## src/rtl/ex_muldiv_if.sv

```systemverilog
// rtl/ex_muldiv_if.sv - issue/result bundle between decode/EX and the mul/div unit
interface ex_muldiv_if;
    logic        start;
    logic [1:0]  op;
    logic [31:0] src_a;
    logic [31:0] src_b;
    logic        cancel;
    logic        stallreq;
    logic        busy;
    logic        done;
    logic        hilo_we;
    logic [31:0] hi;
    logic [31:0] lo;

    modport master (
        output start, op, src_a, src_b, cancel,
        input  stallreq, busy, done, hilo_we, hi, lo
    );

    modport slave (
        input  start, op, src_a, src_b, cancel,
        output stallreq, busy, done, hilo_we, hi, lo
    );
endinterface

```

## src/rtl/ex_muldiv.sv

```systemverilog
// rtl/ex_muldiv.sv - EX-stage iterative mult/multu/div/divu unit; MULDIV_FAST_MUL_EN selects single-cycle multiply
module ex_muldiv (
    input  logic       clk,
    input  logic       rst,
    ex_muldiv_if.slave bus
);
    typedef enum logic [1:0] {IDLE = 2'd0, MUL = 2'd1, DIV = 2'd2, DONE = 2'd3} state_t;

    state_t      state_q, state_d;
    logic [4:0]  cnt_q, cnt_d;
    logic [63:0] acc_q, acc_d;
    logic [31:0] opnd_q, opnd_d;
    logic        neg_lo_q, neg_lo_d;
    logic        neg_hi_q, neg_hi_d;
    logic [31:0] hi_q, hi_d;
    logic [31:0] lo_q, lo_d;

    logic        is_signed, is_div, a_neg, b_neg, b_zero;
    logic [31:0] abs_a, abs_b;
    logic [32:0] div_trial;
    logic [31:0] div_diff;
    logic        div_ge;
    logic [63:0] div_next;
    logic [31:0] quo_fix, rem_fix;

    assign is_signed = ~bus.op[0];
    assign is_div    = bus.op[1];
    assign a_neg     = is_signed & bus.src_a[31];
    assign b_neg     = is_signed & bus.src_b[31];
    assign b_zero    = (bus.src_b == 32'd0);
    assign abs_a     = a_neg ? -bus.src_a : bus.src_a;
    assign abs_b     = b_neg ? -bus.src_b : bus.src_b;

    // acc holds {remainder, dividend/quotient}; quotient bits shift in at the bottom
    assign div_trial = acc_q[63:31];
    assign div_ge    = (div_trial >= {1'b0, opnd_q});
    assign div_diff  = div_trial[31:0] - opnd_q;
    assign div_next  = {(div_ge ? div_diff : div_trial[31:0]), acc_q[30:0], div_ge};
    assign quo_fix   = neg_lo_q ? -div_next[31:0]  : div_next[31:0];
    assign rem_fix   = neg_hi_q ? -div_next[63:32] : div_next[63:32];

`ifdef MULDIV_FAST_MUL_EN
    logic [63:0] prod_fast;
    assign prod_fast = (a_neg ^ b_neg) ? -({32'd0, abs_a} * {32'd0, abs_b})
                                       :  ({32'd0, abs_a} * {32'd0, abs_b});
`else
    logic [32:0] mul_sum;
    logic [63:0] mul_next, prod_fix;
    // acc holds {partial product, multiplier}; multiplier bits consumed LSB first
    assign mul_sum  = {1'b0, acc_q[63:32]} + (acc_q[0] ? {1'b0, opnd_q} : 33'd0);
    assign mul_next = {mul_sum, acc_q[31:1]};
    assign prod_fix = neg_lo_q ? -mul_next : mul_next;
`endif

    always_comb begin
        state_d  = state_q;
        cnt_d    = cnt_q;
        acc_d    = acc_q;
        opnd_d   = opnd_q;
        neg_lo_d = neg_lo_q;
        neg_hi_d = neg_hi_q;
        hi_d     = hi_q;
        lo_d     = lo_q;
        case (state_q)
            IDLE: begin
                if (bus.start) begin
                    cnt_d    = 5'd31;
                    neg_lo_d = a_neg ^ b_neg;
                    neg_hi_d = a_neg;
                    if (is_div) begin
                        state_d = DIV;
                        // divide by zero runs raw: all-ones quotient and remainder = src_a fall out
                        acc_d   = {32'd0, (b_zero ? bus.src_a : abs_a)};
                        opnd_d  = abs_b;
                        if (b_zero) begin
                            neg_lo_d = 1'b0;
                            neg_hi_d = 1'b0;
                        end
                    end else begin
`ifdef MULDIV_FAST_MUL_EN
                        state_d      = DONE;
                        {hi_d, lo_d} = prod_fast;
`else
                        state_d = MUL;
                        acc_d   = {32'd0, abs_b};
                        opnd_d  = abs_a;
`endif
                    end
                end
            end
`ifndef MULDIV_FAST_MUL_EN
            MUL: begin
                acc_d = mul_next;
                if (cnt_q == 5'd0) begin
                    {hi_d, lo_d} = prod_fix;
                    state_d      = DONE;
                end else begin
                    cnt_d = cnt_q - 5'd1;
                end
            end
`endif
            DIV: begin
                acc_d = div_next;
                if (cnt_q == 5'd0) begin
                    hi_d    = rem_fix;
                    lo_d    = quo_fix;
                    state_d = DONE;
                end else begin
                    cnt_d = cnt_q - 5'd1;
                end
            end
            DONE:    state_d = IDLE;
            default: state_d = IDLE;
        endcase
        if (bus.cancel) begin
            state_d = IDLE;
            hi_d    = hi_q;
            lo_d    = lo_q;
        end
    end

    always_ff @(posedge clk or negedge rst) begin
        if (!rst) begin
            state_q  <= IDLE;
            cnt_q    <= 5'd0;
            acc_q    <= 64'd0;
            opnd_q   <= 32'd0;
            neg_lo_q <= 1'b0;
            neg_hi_q <= 1'b0;
            hi_q     <= 32'd0;
            lo_q     <= 32'd0;
        end else begin
            state_q  <= state_d;
            cnt_q    <= cnt_d;
            acc_q    <= acc_d;
            opnd_q   <= opnd_d;
            neg_lo_q <= neg_lo_d;
            neg_hi_q <= neg_hi_d;
            hi_q     <= hi_d;
            lo_q     <= lo_d;
        end
    end

    assign bus.stallreq = rst & (((state_q == IDLE) & bus.start) | (state_q == MUL) | (state_q == DIV));
    assign bus.busy     = (state_q != IDLE);
    assign bus.done     = (state_q == DONE);
    assign bus.hilo_we  = (state_q == DONE);
    assign bus.hi       = hi_q;
    assign bus.lo       = lo_q;
endmodule

```

## src/flat_wrapper.sv

```systemverilog
// flat-port wrapper written by rule: the top's interface ports become plain ports
module ex_muldiv_flat 
  (clk, rst, bus_start, bus_op, bus_src_a, bus_src_b, bus_cancel, bus_stallreq, bus_busy, bus_done, bus_hilo_we, bus_hi, bus_lo);
  ex_muldiv_if bus_i ();
  input  logic clk;
  input  logic rst;
  input wire logic [$bits(bus_i.start)-1:0] bus_start;
  input wire logic [$bits(bus_i.op)-1:0] bus_op;
  input wire logic [$bits(bus_i.src_a)-1:0] bus_src_a;
  input wire logic [$bits(bus_i.src_b)-1:0] bus_src_b;
  input wire logic [$bits(bus_i.cancel)-1:0] bus_cancel;
  output wire logic [$bits(bus_i.stallreq)-1:0] bus_stallreq;
  output wire logic [$bits(bus_i.busy)-1:0] bus_busy;
  output wire logic [$bits(bus_i.done)-1:0] bus_done;
  output wire logic [$bits(bus_i.hilo_we)-1:0] bus_hilo_we;
  output wire logic [$bits(bus_i.hi)-1:0] bus_hi;
  output wire logic [$bits(bus_i.lo)-1:0] bus_lo;
  assign bus_i.start = bus_start;
  assign bus_i.op = bus_op;
  assign bus_i.src_a = bus_src_a;
  assign bus_i.src_b = bus_src_b;
  assign bus_i.cancel = bus_cancel;
  assign bus_stallreq = bus_i.stallreq;
  assign bus_busy = bus_i.busy;
  assign bus_done = bus_i.done;
  assign bus_hilo_we = bus_i.hilo_we;
  assign bus_hi = bus_i.hi;
  assign bus_lo = bus_i.lo;
  ex_muldiv u_core (.clk(clk), .rst(rst), .bus(bus_i));
endmodule
```

## config.mk

```make
export PLATFORM = sky130hd
export DESIGN_NAME = ex_muldiv_flat
export DESIGN_NICKNAME = d
export VERILOG_FILES = /design/src/rtl/ex_muldiv_if.sv /design/src/rtl/ex_muldiv.sv /design/src/flat_wrapper.sv
export SDC_FILE = /design/constraint.sdc
export NUM_CORES = 1
export LEC_CHECK = 0
export CORE_MARGIN = 4
export CORE_UTILIZATION = 48
export DETAILED_ROUTE_END_ITERATION = 10
export PLACE_DENSITY = 0.76
export SLEW_MARGIN = 10
export SYNTH_ARGS = -nofsm -noshare
export SYNTH_HDL_FRONTEND = slang
export SYNTH_SLANG_ARGS = --single-unit
export TNS_END_PERCENT = 100
```

## constraint.sdc

```tcl
create_clock -name clk -period 7.2 [get_ports clk]
set_input_delay 2.16 -clock clk [delete_from_list [all_inputs] [get_ports clk]]
set_output_delay 2.16 -clock clk [all_outputs]
set_load 0.1 [all_outputs]
```

==> metrics <==
Final Slew Violations 0; clock skew roughly 13 ps; Hold Crit Class reg2reg; hold-fix buffers at CTS 0; Final Hold Vio Count 0; max-cap violations 0; total gr overflow 0; sequential share of power between 10% and 20%; initial core utilization around half; Internal Dissipation 3.66 mW; residual DRC count 0; largest net degree at the start of global routing just under 80; Clock transition at path regs ~60 ps; post-DR wirelength/cell 21.9 µm; Req. time, crit path 7580 ps; IO Pins 138; n_diodes 0; detailed-route via count ~18,000; PwrDens 432 nW/µm²; Antenna Nets Post-Route 0; Die ar. between 30,000 and 40,000 µm²; Total Routing Usage GR a little under a third; Synth Flop Type dfrtp_1; H-tree levels 4; # rows 69; FMAX approximately 170 MHz; Netlist cell types 90; Worst-Margin Slew 1140 ps; leakage power total ~8.2 nW; DRT Pass-1 Iters 6; #FFs+latches synth approximately 170; Clock Path Buffers 2; total power draw 8.43 mW; CTS buffer count 17; Clock Sinks around 170; maximum vdd drop roughly 0.9 mV; Synth async-reset ratio 100%; Net Sw Frac a little under three fifths; final worst setup slack ~1300 ps; cell area after synthesis 17,400 µm²; mux cell area share after synthesis approximately 2.4%; Setup Buffers After CTS 0; vias in the first global route 17,595; first-pass GRT wire length between 90,000 and 100,000 µm; post_cts resized 0; Synth Area per Inst roughly 7.2 µm²; Final #Nets ~2,600; minimum hold slack 475 ps; Root Buffer clkbuf_16; die height between 150 and 200 µm; simple-gate share of the synthesized area between 20% and 30%; Iteration-0 DRC Markers ~1,800; crit path DAT 6310 ps; Die W just under 200 µm; setup TNS 0 ps; post-synthesis xor/xnor area fraction between 10% and 20%; pre-CTS setup slack around 1100 ps; clk_lat worst skew approximately 460 ps; compound-gate portion of the synthesized area a little over a quarter; Post-synth EDFFs 0; Rel. slew slack 23.2%; unrepaired setup endpoints after global routing false; crit path kind reg2reg; synth-to-layout area growth 12.4%; Critical Path End Type flip-flop; fin crit period 5930 ps; clock share of power a little over a tenth; initial antenna violation count 1; status finished, final reports clean; yosys warns 0; crit-path max FO 6; detailed-placement wirelength estimate 49,800 µm; largest family of logic cells by synthesized area compound AO/OA/AOI/OAI gates; # setup viols final 0; CP startpoint kind flip-flop; layout cells sized above 1 under 10%; CTS tree yes; Logic pwr share between 60% and 70%; final period utilization between 80 and 90%; Synth Instances approximately 2,400; Mapped Nets between 2,000 and 3,000; Final GP Congestion 1.02; Post-Synth Adder-Cell Area 5.70%; # port buffers between 100 and 150; core region area approximately 36,000 µm²; Total Wirelength ~64,000 µm; via/cell ratio ~6.3; Seq/Total Area, Yosys approximately a quarter; P_sw between 4 and 5 mW
-- kinds of logic after synthesis --
logic type | count (synthesis)
AO/OA/AOI/OAI | 781
XOR/XNOR | 243
adder cells (fa/ha/maj) | 78
buffers and inverters | 246
flip-flops | 169
multiplexers | 40
AND/OR/NAND/NOR | 868
-- Yosys cell counts, types with 23 or more instances --
cell type	count	area, µm²
nand2_1	347	1300
o21ai_0	302	1510
nor2_1	250	938
a21oi_1	221	1110
dfrtp_1	169	4230
clkbuf_1	135	507
xor2_1	124	1090
xnor2_1	119	1040
ha_1	76	951
inv_1	74	278
nor3_1	48	240
a22oi_1	39	293
mux2i_1	33	330
o31ai_1	31	233
or3_1	29	181
nand3_1	25	125
nor4_1	23	144
-- worst paths after layout --
path	from	end	slack [ps]	cells after the start
worst min register to register	u_core.bus.lo[30]	u_core.bus.lo[30]	470	2
worst max-delay path	u_core.opnd_q[28]	u_core.bus.hi[28]	1270	19
min in group asynchronous	rst	u_core.acc_q[49]	1570	1
worst min-delay path	u_core.bus.lo[30]	u_core.bus.lo[30]	470	2
max in group asynchronous	rst	u_core.neg_lo_q	4290	2
worst max register to register	u_core.opnd_q[28]	u_core.bus.hi[28]	1270	19
-- flip-flops by register name (all words and copies together) (netlist names) --
signal / flops
u_core.bus.hi: 32
u_core.neg_lo_q: 1
u_core.acc_q: 64
u_core.neg_hi_q: 1
u_core.opnd_q: 32
u_core.cnt_q: 5
u_core.state_q: 2
u_core.bus.lo: 32
-- layout make-up --
class	instances	area, µm²
Sequential cell	169	4230
Timing Repair Buffer	169	1620
Inverter	77	289
Fill cell	3418	16100
Clock inverter	9	88.8
Clock buffer	22	484
Multi-Input combinational cell	2010	12200
Tap cell	461	577
-- power by group through the flow --
stage	combinational, mW	clock (mW)	sequential [mW]
after floorplan	4.14	0	1.47
after global placement	5.61	0	1.60
after detailed placement	5.70	0	1.62
after CTS	5.73	0.935	1.60
after global routing	6.36	0.970	1.63
final	5.89	0.928	1.62
-- critical path: stages (launching register included) --
cell,delay [ps]
dfrtp_1,430
inv_1,110
ha_1,400
a21oi_1,290
o21ai_0,250
a2111oi_0,460
buf_4,210
o211a_1,210
nand3_2,210
o21ai_0,380
ha_1,300
nand2_1,80
or4_1,570
mux2_2,310
or2_1,290
or4_4,460
o41ai_2,390
xor2_1,250
nand2_1,90
a21oi_1,160
-- placed cells by master, fill, tap and decap left out, types with 13 or more instances in the layout --
master / instances
buf_4: 33
a31oi_1: 17
clkbuf_16: 17
clkdlybuf4s50_1: 134
nand4_1: 20
nor3_1: 47
ha_1: 73
or3_1: 28
nand3_1: 25
dfrtp_1: 168
nor4_1: 22
xnor2_1: 119
o31ai_1: 31
a21o_1: 21
a211oi_1: 20
xor2_1: 124
nor2_1: 250
a22o_1: 14
mux2i_1: 33
nand2_1: 346
o211ai_1: 13
a21oi_1: 221
inv_1: 74
and3_1: 22
o21ai_0: 300
a22oi_1: 39
and2_1: 13
-- layer usage --
layer / share of wire, % / global-route usage (%) / vias to the layer above
met5: 0 / 0 / -
met4: 6.4 / 17.4 / 0
met3: 7.4 / 5.05 / 187
met2: 45 / 52.3 / 877
met1: 41 / 40.0 / 8714
li1: - / - / 8608
-- through the flow --
stage          utilization (%)  area, µm²  std cells
2_1_floorplan                -      17400       2425
3_3_place_gp              53.2      19000       2886
3_5_place_dp              53.2      19000       2886
4_1_cts                   54.8      19500       2917
5_1_grt                   54.8      19500       2917
6_report                  54.8      19500       2917
Power figures use the tool's default switching activity.
